`config.mk`:
```
export PLATFORM = sky130hd
export DESIGN_NAME = fetch_prefetch_buffer
export DESIGN_NICKNAME = d
export VERILOG_FILES = /design/src/rtl/fetch_prefetch_buffer.sv
export SDC_FILE = /design/constraint.sdc
export NUM_CORES = 1
export LEC_CHECK = 0
export ABC_AREA = 1
export CORE_ASPECT_RATIO = 1.4
export CORE_MARGIN = 10
export CORE_UTILIZATION = 25
export CTS_BUF_LIST = sky130_fd_sc_hd__clkbuf_4 sky130_fd_sc_hd__clkbuf_8 sky130_fd_sc_hd__clkbuf_16
export CTS_CLUSTER_SIZE = 16
export DETAILED_ROUTE_END_ITERATION = 6
export PLACE_DENSITY = 0.5
export SKIP_CTS_REPAIR_TIMING = 1
export SYNTH_ARGS = -nofsm -noshare
export SYNTH_HDL_FRONTEND = slang
export SYNTH_SLANG_ARGS = --single-unit
export TNS_END_PERCENT = 50
```
`constraint.sdc`:
```
create_clock -name clk_i -period 2.9 [get_ports clk_i]
set_clock_uncertainty 0.2 [all_clocks]
set_input_delay 0.29 -clock clk_i [delete_from_list [all_inputs] [get_ports clk_i]]
set_output_delay 0.29 -clock clk_i [all_outputs]
set_load 0.005 [all_outputs]
```
`src/rtl/fetch_prefetch_buffer.sv`:
```
// ============================================================================
// fetch_prefetch_buffer
// Sequential instruction fetcher with a DEPTH-entry {pc, instr} prefetch FIFO.
// Revision: 1.0
// ============================================================================
`default_nettype none

module fetch_prefetch_buffer #(
    parameter int          DEPTH    = 4,
    parameter logic [31:0] RESET_PC = 32'h0000_0000
) (
    input  logic        clk_i,
    input  logic        nrst_i,
    output logic        imem_req_o,
    output logic [31:0] imem_addr_o,
    input  logic        imem_ack_i,
    input  logic [31:0] imem_rdata_i,
    output logic        id_valid_o,
    output logic [31:0] id_instr_o,
    output logic [31:0] id_pc_o,
    input  logic        id_ready_i,
    input  logic        redirect_i,
    input  logic [31:0] redirect_pc_i
);

    localparam int PTR_W = $clog2(DEPTH);
    localparam int CNT_W = PTR_W + 1;

    localparam logic [CNT_W-1:0] FULL_CNT = CNT_W'(DEPTH);

    localparam logic [1:0] ST_IDLE = 2'd0;
    localparam logic [1:0] ST_WAIT = 2'd1;
    localparam logic [1:0] ST_DROP = 2'd2;

    logic [1:0]       state_q,     state_d;
    logic [31:0]      fetch_pc_q,  fetch_pc_d;
    logic [31:0]      drop_addr_q, drop_addr_d;
    logic [CNT_W-1:0] count_q,     count_d;
    logic [PTR_W-1:0] rd_ptr_q,    rd_ptr_d;
    logic [PTR_W-1:0] wr_ptr_q,    wr_ptr_d;

    logic [31:0] pc_mem_q    [DEPTH];
    logic [31:0] instr_mem_q [DEPTH];

    logic [31:0] redirect_pc_w;
    logic        push_w;
    logic        pop_w;

    assign redirect_pc_w = redirect_pc_i & 32'hFFFF_FFFC;

    // Redirect wins over both FIFO operations in the same cycle.
    assign push_w = (state_q == ST_WAIT) & imem_ack_i & ~redirect_i;
    assign pop_w  = (count_q != '0) & id_ready_i & ~redirect_i;

    always_ff @(posedge clk_i or negedge nrst_i) begin
        if (!nrst_i) begin
            state_q <= ST_IDLE;
        end else begin
            state_q <= state_d;
        end
    end

    always_comb begin
        state_d     = state_q;
        fetch_pc_d  = fetch_pc_q;
        drop_addr_d = drop_addr_q;
        case (state_q)
            ST_IDLE: begin
                if (redirect_i) begin
                    fetch_pc_d = redirect_pc_w;
                end else if (count_q < FULL_CNT) begin
                    state_d = ST_WAIT;
                end
            end
            ST_WAIT: begin
                if (imem_ack_i && redirect_i) begin
                    fetch_pc_d = redirect_pc_w;
                    state_d    = ST_IDLE;
                end else if (imem_ack_i) begin
                    fetch_pc_d = fetch_pc_q + 32'd4;
                    state_d    = (count_d < FULL_CNT) ? ST_WAIT : ST_IDLE;
                end else if (redirect_i) begin
                    // The memory still owes an ack for the old address.
                    drop_addr_d = fetch_pc_q;
                    fetch_pc_d  = redirect_pc_w;
                    state_d     = ST_DROP;
                end
            end
            ST_DROP: begin
                if (redirect_i) begin
                    fetch_pc_d = redirect_pc_w;
                end
                if (imem_ack_i) begin
                    state_d = ST_IDLE;
                end
            end
            default: begin
                state_d = ST_IDLE;
            end
        endcase
    end

    always_comb begin
        imem_req_o  = (state_q == ST_WAIT) || (state_q == ST_DROP);
        imem_addr_o = (state_q == ST_DROP) ? drop_addr_q : fetch_pc_q;
        id_valid_o  = (count_q != '0);
        id_instr_o  = instr_mem_q[rd_ptr_q];
        id_pc_o     = pc_mem_q[rd_ptr_q];
    end

    always_comb begin
        count_d  = count_q;
        rd_ptr_d = rd_ptr_q;
        wr_ptr_d = wr_ptr_q;
        if (redirect_i) begin
            count_d  = '0;
            rd_ptr_d = '0;
            wr_ptr_d = '0;
        end else begin
            if (push_w) begin
                wr_ptr_d = wr_ptr_q + PTR_W'(1);
            end
            if (pop_w) begin
                rd_ptr_d = rd_ptr_q + PTR_W'(1);
            end
            case ({push_w, pop_w})
                2'b10:   count_d = count_q + CNT_W'(1);
                2'b01:   count_d = count_q - CNT_W'(1);
                default: count_d = count_q;
            endcase
        end
    end

    always_ff @(posedge clk_i or negedge nrst_i) begin
        if (!nrst_i) begin
            fetch_pc_q  <= RESET_PC;
            drop_addr_q <= RESET_PC;
            count_q     <= '0;
            rd_ptr_q    <= '0;
            wr_ptr_q    <= '0;
        end else begin
            fetch_pc_q  <= fetch_pc_d;
            drop_addr_q <= drop_addr_d;
            count_q     <= count_d;
            rd_ptr_q    <= rd_ptr_d;
            wr_ptr_q    <= wr_ptr_d;
        end
    end

    always_ff @(posedge clk_i or negedge nrst_i) begin
        if (!nrst_i) begin
            for (int i = 0; i < DEPTH; i++) begin
                pc_mem_q[i]    <= '0;
                instr_mem_q[i] <= '0;
            end
        end else if (push_w) begin
            pc_mem_q[wr_ptr_q]    <= fetch_pc_q;
            instr_mem_q[wr_ptr_q] <= imem_rdata_i;
        end
    end

endmodule

`default_nettype wire

```
==> impl_summary.md <==
Detailed routing
The final routed wirelength across all metal layers is 50.92 mm. Detailed routing inserted a total of 13270 vias. The via count normalized by instance count is 4.674. The first TritonRoute pass finished after 5 iterations. The number of design-rule violations left by the first detailed-router iteration is 1051. The number of design rule violations left after detail routing is 0.

The remaining number of nets flagged by the antenna check after routing is 0. In the final routed layout, each cell accounts on average for 17.94 um.

Power and ir drop
The worst-case IR drop observed on VDD is 0.0004554 V. Power spread over the standard cell area amounts to 918.7 nW/um^2. In this run the static leakage power is 8.851 nW.

STA
The routed design could run at a clock period as short as 2870 ps. Setup violations remaining at the end of the flow were counted as 0. Setup slack on the critical path of the routed design comes to 29.88 ps.

The number of slew-limit violations in the final report came to 0. The worst hold slack after final layout is 124.9 ps. Adding up every negative setup slack in the final design gives 0 ps. At the pin with the least slew margin, the transition time is 639.8 ps. The worst pin sits at a relative slew slack of 57.35%. Setup repair after global routing could not meet its margin everywhere.

The number of hold violations in the final report is 0. For this run, the top clock speed supported by timing is 348.4 MHz. In the finished design, the share of the clock period the worst path needs comes to 98.97%.

Global routing
The first global-routing pass estimated 78.21 mm of wire. Entering global routing, the biggest net connects 93 pins. The global routing usage summed across all routing layers is 13.61%. The number of global-route vias before repair is 13300.

After global routing the overflow that remains totals 0. The initial antenna violation count is 0.

Die
The die height is 313.1 um. The width of the chip is 229.4 um. The I/O pin count is 167. Once the floorplan was initialized, standard cells occupied 25.24% of the core.

The core area is 60780 um^2. The count of standard-cell rows is 107. The full die area is 71820 um^2.

Clock tree
The TritonCTS buffer count is 38. At the later pin of the worst-skew pair, clock insertion delay measures 560 ps. The clock slew seen by the registers of the worst setup and hold paths is 60 ps. The root buffer cell chosen for the clock tree is clkbuf_16. The CTS tree is built. No sink is reached through more buffers than the 3 on the longest clock path. The number of H-tree levels is 2. The clock net in this run drives a total of 329 sinks.

Worst setup path
Tracing the worst setup path back leads to its startpoint at rd_ptr_q[0]. The kind of critical path is register to output pin. For the worst setup path, the data required time is 2410 ps.

The capturing instance or port of the critical path is id_instr_o[9]. Among all stages on the critical path, the largest delay is contributed by clkdlybuf4s50_1. The kind of start point of the critical path is a register. For this run, the slowest stage of the critical path takes 570 ps.

The signal on the critical path passes through inv_6 -> buf_16 -> o21ai_0 -> o22ai_1 -> clkdlybuf4s50_1. The kind of end point of the critical path is an output pin. The startpoint of the most critical register-to-register path is state_q[1]. The worst register-to-register path ends at state_q[0]. The worst register-to-register path has a depth of 12. STA puts the critical path data arrival time at 2380 ps. Along the worst path, the maximum fanout reaches 20. The worst register-to-register path has a setup slack of 470 ps.

Yosys
Sorting the synthesized cells by area gives the leading types as dfrtp_1, o21ai_0, nand2_1. In the synthesized netlist, the number of instances is 1853. The commonest cells after synthesis are nand2_1, o21ai_0, dfrtp_1. In this run, synthesis inferred 0 flip-flops with an integrated enable.

In this run the mean area of a mapped cell was 8.280 um^2. The fraction of registers with async set or reset after synthesis is 100.0%. Summed over all instances, the cell type with the most area after synthesis is dfrtp_1. The number of synthesized register bits is 329. After synthesis, the largest area contributor takes up 53.66% of total cell area.

The synthesized netlist net count is 1935. Yosys printed 0 warnings. The proportion of synthesized chip area in sequential cells is 53.66%. After synthesis the cells add up to 15340 um^2.

Synthesis instantiated 40 different standard cells from the library. In the post-synthesis netlist, the cell with the most instances is nand2_1. Among all flip-flop cells after synthesis, the most frequent one is dfrtp_1.

Run status
The run finished with clean final reports.

Layout
The number of antenna repair diodes is 0. The filler cells instantiated in the layout total 6446. The layout overhead on the synthesized area is 27.21%. The post-layout instance area is 19520 um^2.

The post-route core utilization is 32.11%. Of the cells placed in the final design, the portion with a size suffix greater than 1 is 9.005%. After the last flow step, the layout net total stands at 2073.

Place
The count of buffers inserted at the top-level ports is 164. The minimum setup slack after placement is 211.7 ps. The congestion estimate from routability-driven global placement came to 0.8658.

The area of placed instances is 17930 um^2. Detailed placement finished with a half-perimeter wire length of 32.38 mm.

Run
The number of maximum-capacitance violations is 0.

Min path
The worst hold path belongs to the class input port to asynchronous set/reset pin.
-- state kept, by name (all words and copies together) (netlist names) --
register,flops
count_q,3
drop_addr_q,32
fetch_pc_q,32
instr_mem_q,128
pc_mem_q,128
rd_ptr_q,2
state_q,2
wr_ptr_q,2
-- worst max-delay path: cells and delay by family (launching register included) --
| family | cells | cell delay, ps |
|---|---|---|
| buffers and inverters | 3 | 920 |
| AOI/OAI and AO/OA | 2 | 350 |
| DFF | 1 | 530 |
-- cells in the final DEF (no fill, tap or decap), types with 4 or more instances in the layout --
master	instances
xor2_1	6
clkbuf_8	12
clkinv_2	9
inv_2	7
inv_6	5
dfrtp_1	327
nor2_4	5
nor3_1	9
buf_4	32
a31oi_1	9
nor2_2	7
o21ai_0	365
nand4_1	4
clkdlybuf4s50_1	153
inv_1	100
nand2_2	8
ha_1	12
o21ai_1	115
buf_6	4
buf_12	12
nand2_4	4
o22ai_1	54
dlymetal6s2s_1	9
a21oi_1	35
nand3_1	39
clkbuf_16	42
o211ai_1	6
nor2_1	172
o22ai_2	11
nand2_1	411
-- per-layer routing --
| layer | share of wire [%] | global-route usage [%] |
|---|---|---|
| met5 | 0 | 0 |
| met4 | 2.2 | 4.055 |
| met3 | 4.1 | 2.360 |
| met2 | 51 | 24.00 |
| met1 | 43 | 16.63 |
-- worst min-delay path by stage --
stage / startpoint / end / slack (ps) / cells past startpoint
6_report: nrst_i / drop_addr_q[31] / 120 / 2
3_3_place_gp: nrst_i / drop_addr_q[31] / 110 / 1
2_1_floorplan: nrst_i / count_q[0] / -210 / 0
5_1_grt: imem_rdata_i[0] / instr_mem_q[0] / 130 / 3
3_5_place_dp: nrst_i / drop_addr_q[31] / 110 / 1
4_1_cts: nrst_i / drop_addr_q[31] / -480 / 1
-- final cells by class --
cell class	count	area (um^2)	share of cell area, %
multi-input combinational	1291	6203	31.78
inverter	110	420.4	2.154
tap	817	1022	5.238
timing repair buffer	221	2379	12.19
clock inverter	18	130.1	0.6667
sequential	329	8238	42.21
clock buffer	52	1125	5.763
-- through the flow --
step | power (W) | instances
finish | 0.01793 | 2838
detailed placement | 0.01307 | 2754
global placement | 0.01295 | 2754
CTS | 0.01802 | 2824
floorplan | 0.009714 | 1853
global route | 0.01927 | 2838
-- where the power goes --
part           switching [W]  internal (W)  leakage, nW
clock network        0.00205       0.00275        0.634
registers           0.000860       0.00594         4.35
logic                0.00350       0.00284         3.87
total                0.00640        0.0115         8.85
-- logic make-up after synthesis --
logic type,count (synthesis),share of synthesized area [%]
AND/OR/NAND/NOR,665,17.54
adder cells (fa/ha/maj),13,1.060
buffers and inverters,233,6.581
AO/OA/AOI/OAI,607,20.81
flip-flops,329,53.66
XOR/XNOR,6,0.3425
Power figures use the tool's default switching activity.
